$ cat config.mk
export PLATFORM = sky130hd
export DESIGN_NAME = iserdes_word_aligner
export DESIGN_NICKNAME = d
export VERILOG_FILES = /design/src/rtl/iserdes_word_aligner.sv
export SDC_FILE = /design/constraint.sdc
export NUM_CORES = 1
export LEC_CHECK = 0
export BUFFER_PORTS_ARGS = -buffer_cell sky130_fd_sc_hd__buf_4
export CORE_MARGIN = 5
export CORE_UTILIZATION = 45
export CTS_CLUSTER_SIZE = 20
export DETAILED_ROUTE_END_ITERATION = 10
export HOLD_SLACK_MARGIN = 0.05
export PLACE_DENSITY = 0.72
export SYNTH_ARGS = -nofsm -noshare
export SYNTH_HDL_FRONTEND = slang
export SYNTH_SLANG_ARGS = --single-unit
$ cat constraint.sdc
create_clock -name CLK -period 3 [get_ports CLK]
set_input_delay 0.15 -clock CLK [delete_from_list [all_inputs] [get_ports CLK]]
set_output_delay 0.15 -clock CLK [all_outputs]
set_load 0.01 [all_outputs]
$ cat src/rtl/iserdes_word_aligner.sv
// Word aligner for a 1:N input deserializer: hunts for TRAIN_PATTERN by pulsing
// bitslip, then declares lock and forwards data words with a registered valid.
module iserdes_word_aligner #(
  parameter int unsigned             WIDTH         = 4,
  parameter logic [WIDTH-1:0]        TRAIN_PATTERN = 4'b0011,
  parameter int unsigned             MATCH_COUNT   = 8,
  parameter int unsigned             SLIP_WAIT     = 4,
  parameter int unsigned             MAX_SLIPS     = 3
) (
  input  logic                               CLK,
  input  logic                               RST_N,
  input  logic                               PLL_LOCK,
  input  logic                               ALIGN_EN,
  input  logic                               DATA_VALID,
  input  logic [WIDTH-1:0]                   Q,
  output logic                               BITSLIP_ADJ,
  output logic                               ALIGNED,
  output logic                               ALIGN_ERR,
  output logic [$clog2(MAX_SLIPS+1)-1:0]     SLIP_COUNT,
  output logic [WIDTH-1:0]                   DATA_OUT,
  output logic                               DATA_OUT_VALID
);

  localparam int unsigned SW = $clog2(MAX_SLIPS + 1);
  localparam logic [SW-1:0] SLIP_MAX = SW'(MAX_SLIPS);

  localparam logic [2:0] IDLE   = 3'd0;
  localparam logic [2:0] CHECK  = 3'd1;
  localparam logic [2:0] SLIP   = 3'd2;
  localparam logic [2:0] WAIT   = 3'd3;
  localparam logic [2:0] LOCKED = 3'd4;
  localparam logic [2:0] ERROR  = 3'd5;

  logic [2:0]       state_q, state_d;
  logic [7:0]       match_cnt_q, match_cnt_d;
  logic [7:0]       wait_cnt_q, wait_cnt_d;
  logic [SW-1:0]    slip_cnt_q, slip_cnt_d;
  logic             bitslip_q, bitslip_d;
  logic             aligned_q, aligned_d;
  logic             align_err_q, align_err_d;
  logic [WIDTH-1:0] data_out_q, data_out_d;
  logic             data_out_valid_q, data_out_valid_d;

  logic             run;
  logic [8:0]       match_inc;
  logic [8:0]       wait_inc;

  always_comb begin
    run         = PLL_LOCK && ALIGN_EN;
    match_inc   = {1'b0, match_cnt_q} + 9'd1;
    wait_inc    = {1'b0, wait_cnt_q} + 9'd1;
    state_d     = state_q;
    match_cnt_d = match_cnt_q;
    wait_cnt_d  = wait_cnt_q;
    slip_cnt_d  = slip_cnt_q;

    if (state_q != IDLE && !run) begin
      // Abort outranks every other transition, including a pending slip.
      state_d     = IDLE;
      match_cnt_d = '0;
      wait_cnt_d  = '0;
      slip_cnt_d  = '0;
    end else begin
      case (state_q)
        IDLE: begin
          match_cnt_d = '0;
          wait_cnt_d  = '0;
          slip_cnt_d  = '0;
          if (run) state_d = CHECK;
        end
        CHECK: begin
          if (DATA_VALID) begin
            if (Q == TRAIN_PATTERN) begin
              match_cnt_d = match_inc[7:0];
              if (match_inc >= 9'(MATCH_COUNT)) state_d = LOCKED;
            end else begin
              match_cnt_d = '0;
              state_d     = (slip_cnt_q == SLIP_MAX) ? ERROR : SLIP;
            end
          end
        end
        SLIP: begin
          if (slip_cnt_q != SLIP_MAX) slip_cnt_d = slip_cnt_q + 1'b1;
          wait_cnt_d = '0;
          state_d    = WAIT;
        end
        WAIT: begin
          if (DATA_VALID) begin
            wait_cnt_d = wait_inc[7:0];
            if (wait_inc >= 9'(SLIP_WAIT)) begin
              wait_cnt_d = '0;
              state_d    = CHECK;
            end
          end
        end
        default: ;
      endcase
    end

    // Status outputs are registered from the next state so they line up with it.
    bitslip_d        = (state_d == SLIP);
    aligned_d        = (state_d == LOCKED);
    align_err_d      = (state_d == ERROR);
    data_out_d       = DATA_VALID ? Q : data_out_q;
    data_out_valid_d = DATA_VALID && (state_d == LOCKED);
  end

  always_ff @(posedge CLK or negedge RST_N) begin
    if (!RST_N) begin
      state_q          <= IDLE;
      match_cnt_q      <= '0;
      wait_cnt_q       <= '0;
      slip_cnt_q       <= '0;
      bitslip_q        <= 1'b0;
      aligned_q        <= 1'b0;
      align_err_q      <= 1'b0;
      data_out_q       <= '0;
      data_out_valid_q <= 1'b0;
    end else begin
      state_q          <= state_d;
      match_cnt_q      <= match_cnt_d;
      wait_cnt_q       <= wait_cnt_d;
      slip_cnt_q       <= slip_cnt_d;
      bitslip_q        <= bitslip_d;
      aligned_q        <= aligned_d;
      align_err_q      <= align_err_d;
      data_out_q       <= data_out_d;
      data_out_valid_q <= data_out_valid_d;
    end
  end

  assign BITSLIP_ADJ    = bitslip_q;
  assign ALIGNED        = aligned_q;
  assign ALIGN_ERR      = align_err_q;
  assign SLIP_COUNT     = slip_cnt_q;
  assign DATA_OUT       = data_out_q;
  assign DATA_OUT_VALID = data_out_valid_q;

endmodule

# Word-level counts from Yosys, hierarchy flattened
# Cells that the tools add are included.
[totals] reg_bits=29 input_bits=9 output_inout_bits=10 wordCells=59
[classes] n_addsub=3 magnitude_cmp=2 eq_ne=12 muxes=20 n_reduce_logical=13
[op_table] op="two-way mux 8 bit" count=6
[op_table] op="one-hot mux 8 bit (2 select lines)" count=2
[op_table] op="two-way mux 3 bit" count=8
[op_table] op="adder 8 x 1 -> 9 bit (second input constant)" count=2
[op_table] op="one-hot mux 3 bit (4 select lines)" count=1
[op_table] op="nonzero test 3 bit" count=4
[op_table] op="equality test 3 x 2 -> 1 bit (second input constant)" count=3
[op_table] op=">= comparator 9 x 3 -> 1 bit (second input constant)" count=1
[op_table] op=">= comparator 9 x 4 -> 1 bit (second input constant)" count=1
[op_table] op="inequality test 3 bit (second input constant)" count=3
[op_table] op="equality test 3 bit (second input constant)" count=2
[op_table] op="AND reduction 2 bit" count=3
[op_table] op="equality test 4 x 2 -> 1 bit (second input constant)" count=1
[op_table] op="two-way mux 2 bit" count=2
[op_table] op="one-hot mux 2 bit (2 select lines)" count=1
[op_table] op="equality test 3 x 1 -> 1 bit (second input constant)" count=1
[op_table] op="logical AND 1 bit" count=3
[op_table] op="zero test 3 bit" count=1
[op_table] op="adder 2 x 1 -> 2 bit (second input constant)" count=1
[op_table] op="equality test 2 bit (second input constant)" count=1
[op_table] op="inequality test 2 bit (second input constant)" count=1
[op_table] op="OR reduction 2 bit" count=1
[op_table] op="zero test 1 bit" count=1

# Logic depth before layout (Yosys ltp)
[logic_depth] ltp_word=9 depth_mapped=7 ltp_nobuf=7

# Least setup slack after synthesis
# Ideal clock, no wire load.
[synth_path] path_type="reg-to-reg" from="register match_cnt_q[0]" to="register data_out_valid_q, in the netlist DATA_OUT_VALID" setup_time_ns=0.124 t_arrival_ns=1.580 required_time_ns=2.876 path_slack_ns=1.296 path_stages_with_launch=8 path_buffers=0 period_less_slack_ns=1.704 path_cell_list="dfrtp_1 -> ha_1 -> nor3b_1 -> mux2i_1 -> a211oi_1 -> o21ai_1 -> a21oi_2 -> nor3b_2"
[synth_via] elab_chain_len=9
[synth_rtl] item="start, declared" line="35" text="logic [7:0] match_cnt_q, match_cnt_d;"
[synth_rtl] item="start signal, assigned" line="121" text="match_cnt_q <= match_cnt_d;"
[synth_rtl] item="adder 8 x 1 -> 9 bit" line="50" text="match_inc = {1'b0, match_cnt_q} + 9'd1;"
[synth_rtl] item=">= comparator 9 x 4 -> 1 bit" line="75" text="if (match_inc >= 9'(MATCH_COUNT)) state_d = LOCKED;"
[synth_rtl] item="two-way mux 3 bit" line="75"
[synth_rtl] item="two-way mux 3 bit" line="73" text="if (Q == TRAIN_PATTERN) begin"
[synth_rtl] item="two-way mux 3 bit" line="72" text="if (DATA_VALID) begin"
[synth_rtl] item="one-hot mux 3 bit (4 select lines)" line="64" text="case (state_q)"
[synth_rtl] item="two-way mux 3 bit" line="57" text="if (state_q != IDLE && !run) begin"
[synth_rtl] item="net state_d[0]" line="34" text="logic [2:0] state_q, state_d;"
[synth_rtl] item="equality test 3 bit" line="105" text="data_out_valid_d = DATA_VALID && (state_d == LOCKED);"
[synth_rtl] item="logical AND 1 bit" line="105"
[synth_rtl] item="net data_out_valid_d" line="42" text="logic data_out_valid_q, data_out_valid_d;"
[synth_rtl] item="end signal, assigned" line="128" text="data_out_valid_q <= data_out_valid_d;"
[synth_rtl] item="end, declared" line="42"
# The timed path passes the listed nets, and every way through them passes these cells.
# A chain may end at the register's enable or synchronous reset.

# Final worst setup path
[layout_path] from="register match_cnt_q[0]" to="register align_err_q, in the netlist ALIGN_ERR"
[layout_via] elab_chain_len=8
[layout_rtl] item="adder 8 x 1 -> 9 bit" line="50"
[layout_rtl] item=">= comparator 9 x 4 -> 1 bit" line="75"
[layout_rtl] item="two-way mux 3 bit" line="75"
[layout_rtl] item="two-way mux 3 bit" line="73"
[layout_rtl] item="two-way mux 3 bit" line="72"
[layout_rtl] item="one-hot mux 3 bit (4 select lines)" line="64"
[layout_rtl] item="two-way mux 3 bit" line="57"
[layout_rtl] item="equality test 3 bit" line="103" text="align_err_d = (state_d == ERROR);"
[layout_rtl] item="net align_err_d" line="40" text="logic align_err_q, align_err_d;"
[layout_rtl] item="end signal, assigned" line="126" text="align_err_q <= align_err_d;"
[layout_rtl] item="end, declared" line="40"
# The timed path passes the listed nets, and every way through them passes these cells.

==> run metrics <==
total CTS buffers=5; f_max=527.7 MHz; CP peak stage delay=0.42 ns; Synth area leader=dfrtp_1; RSZ-0062 raised after global routing=false; dominant synthesized flop cell=dfrtp_1; post-synthesis compound-gate area fraction=about 17%; EDFF count, synth=0; Final Hold Viols=0; Initial Util=46.49%; I/O pins=19; Max transition margin=71.28%; dpl hpwl=about 2200 microns; share of synthesized area spent on multiplexers=4.274%; Post-Syn Instances=around 150; Residual DRC=0; Worst Path Buf+Inv=0; CP top delay family=compound AO/OA/AOI/OAI gates; CTS tree=done; Clock Path Buffers=2; reg-to-reg startpoint=match_cnt_q[0]$_DFFE_PN0P_; CP Max Fanout=7; Rows=21; CTS sink cnt=29; R2R cell count=7; layout cells sized above 1=roughly a quarter; Hold EP=DATA_OUT[1]$_DFFE_PN0P_; Worst Path Class, Setup=reg -> reg; die area=roughly 4700 sq um; final-report setup violation count=0; Synth Area in XOR/XNOR=0%; setup TNS=0 ns; total grt overflow=0; routed len/inst=14.25 microns; Crit path arrival time=2.08 ns; worst-margin pin slew=0.4292 ns; status=completed; crit end category=register; CP cell instances=ha_1 -> nor3b_1 -> mux2i_1 -> a211oi_1 -> nor3_1 -> o21bai_2 -> a211oi_2; Die Y-Extent=~69 microns; H-tree depth=2; first-pass GRT wire length=5209 microns; VDD IR max=between 0.15 and 0.2 mV; post-cts sizing count=0; Layout area overhead=13.23%; Hold Crit Class=in -> reg; clock-pin slew on the worst setup and hold paths=0.09 ns; Vias per Instance=5.609; async set-reset flop share out of synthesis=between 90% and 100%; Crit Reg-Reg Endpoint=ALIGN_ERR$_DFF_PN0_; synthesized area per cell=10.41 sq um; drt pass-1 iters=4; Area contributors post-synth=dfrtp_1, o21ai_0, ha_1; area of the mapped netlist=1551 sq um; n_diodes=0; Place WS=1.151 ns; largest family of logic cells by synthesized area=simple AND/OR/NAND/NOR gates; # fillers=304; fin. max-slew vios=0; Die X=68.72 microns; vias in the first global route=1182; via count=1206; total power=around 0.76 mW; synthesis-stage register bit count=29; Routed WL=3063 microns; Final Util=52.64%; initial antenna violation count=0; final worst setup slack=1.105 ns; Post-Synth Simple-Gate Area=approximately a quarter; area of the multi-input gates=768.2 sq um; Yosys top cell area share=a little under half; Leak Pwr=0.7857 nW; Clock Skew=0.01235 ns; Seq/Total Area, Yosys=46.77%; core region area=~3300 sq um; Startpoint Class=register; adder-cell area share of the yosys netlist=approximately 4.0%; starting DRC count in detailed routing=56; fin nets=approximately 180; Hold Path Stages=2; post-synth net total=163; Final period util=between 60% and 70%; PwrDens=433.6 nW/um^2; Syn. warnings=0; min-delay src=Q[1]; slowest stage cell, crit path=dfrtp_1; reg2reg setup slack=1.11 ns; storage element area=roughly 730 sq um; Antenna Nets Post-Route=0; Required @ worst endpoint=3.18 ns; Min Clock Period, post-route=1.895 ns; pin count of the biggest net entering global routing=30; Total GRT Usage=15.11%; max_cap viols=0; worst skew pair latency=between 0.3 and 0.4 ns; clk root buf=clkbuf_4; I/O Buffers=18; postcts setup bufs=0; Synth cell types=45; GPL Wtd Cong=about 0.81
## placed cells by master (no fill, tap or decap), drive strengths merged, types with 2 or more instances in the layout
cell	count
nor2	13
and3	4
nor3b	3
mux2	5
o21ai	16
a22o	2
dfrtp	29
nor3	4
o22ai	2
or2	2
nand2	10
o31ai	2
ha	5
nand4	2
nor4b	2
buf	19
clkbuf	8
and2	9
a211oi	2
a21oi	7
nand2b	3
nand3	5
## Yosys cell counts (all sizes together), types with 2 or more instances
cell     n
a211oi   2
a21oi    7
a22o     2
and2     9
and3     4
buf      6
clkbuf   2
dfrtp   29
ha       5
mux2     5
nand2   10
nand2b   3
nand3    5
nand4    2
nor2    13
nor3     4
nor3b    3
nor4b    2
o21ai   16
o22ai    2
o31ai    2
or2      2
## kinds of logic after synthesis
group | Yosys count
AOI/OAI and AO/OA | 37
and+or+nand+nor | 63
muxes | 6
DFF | 29
buffers and inverters | 9
adders and majority gates | 5
## layout make-up
class | count | area share (%)
multi-input cells | 111 | 43.73
well taps | 46 | 3.276
repair buffers | 20 | 8.689
clock buffers | 8 | 2.778
inverters | 1 | 0.2137
flip-flops and latches | 29 | 41.31
## repair_timing
item                       4_1_cts  5_1_grt
hold endpoints to repair        29        0
setup endpoints to repair        0        0
hold buffers                     1        0
## state kept, by name, summed over array words and instances (netlist names)
signal          count
match_cnt_q         8
wait_cnt_q          8
DATA_OUT            4
state_q             3
SLIP_COUNT          2
ALIGNED             1
ALIGN_ERR           1
BITSLIP_ADJ         1
DATA_OUT_VALID      1
## how the worst max path moves through the flow
stage	slack [ns]	to	from	cells past startpoint
detailed placement	1.15	DATA_OUT_VALID$_DFF_PN0_	match_cnt_q[0]$_DFFE_PN0P_	7
floorplan	1.30	DATA_OUT_VALID$_DFF_PN0_	match_cnt_q[0]$_DFFE_PN0P_	7
finish	1.11	ALIGN_ERR$_DFF_PN0_	match_cnt_q[0]$_DFFE_PN0P_	7
CTS	1.12	ALIGN_ERR$_DFF_PN0_	match_cnt_q[0]$_DFFE_PN0P_	7
global placement	1.20	ALIGNED$_DFF_PN0_	match_cnt_q[0]$_DFFE_PN0P_	7
global route	0.99	ALIGNED$_DFF_PN0_	match_cnt_q[0]$_DFFE_PN0P_	7
## per-layer routing
layer  vias to the layer above  share of wire [%]  GRT usage, %
met2                        21                 50         25.39
met1                       589                 43         17.16
met3                         8                4.8         4.862
met5                         -                  0             0
met4                         0                2.2         7.543
li1                        588                  -             -
## power breakdown
| group | internal [mW] | switching, mW |
|---|---|---|
| Sequential | 0.406 | 0.0243 |
| Combinational | 0.0595 | 0.0590 |
| Clock | 0.0931 | 0.120 |
## stage by stage
step / cells / instance area (sq um) / hold WS [ns]
floorplan: 149 / 1551 / -0.1456
global placement: 206 / 1698 / 0.08247
detailed placement: 206 / 1698 / 0.09545
CTS: 215 / 1757 / 0.05706
global route: 215 / 1757 / 0.05866
finish: 215 / 1757 / 0.06936
(Power assumes the default switching activity.)
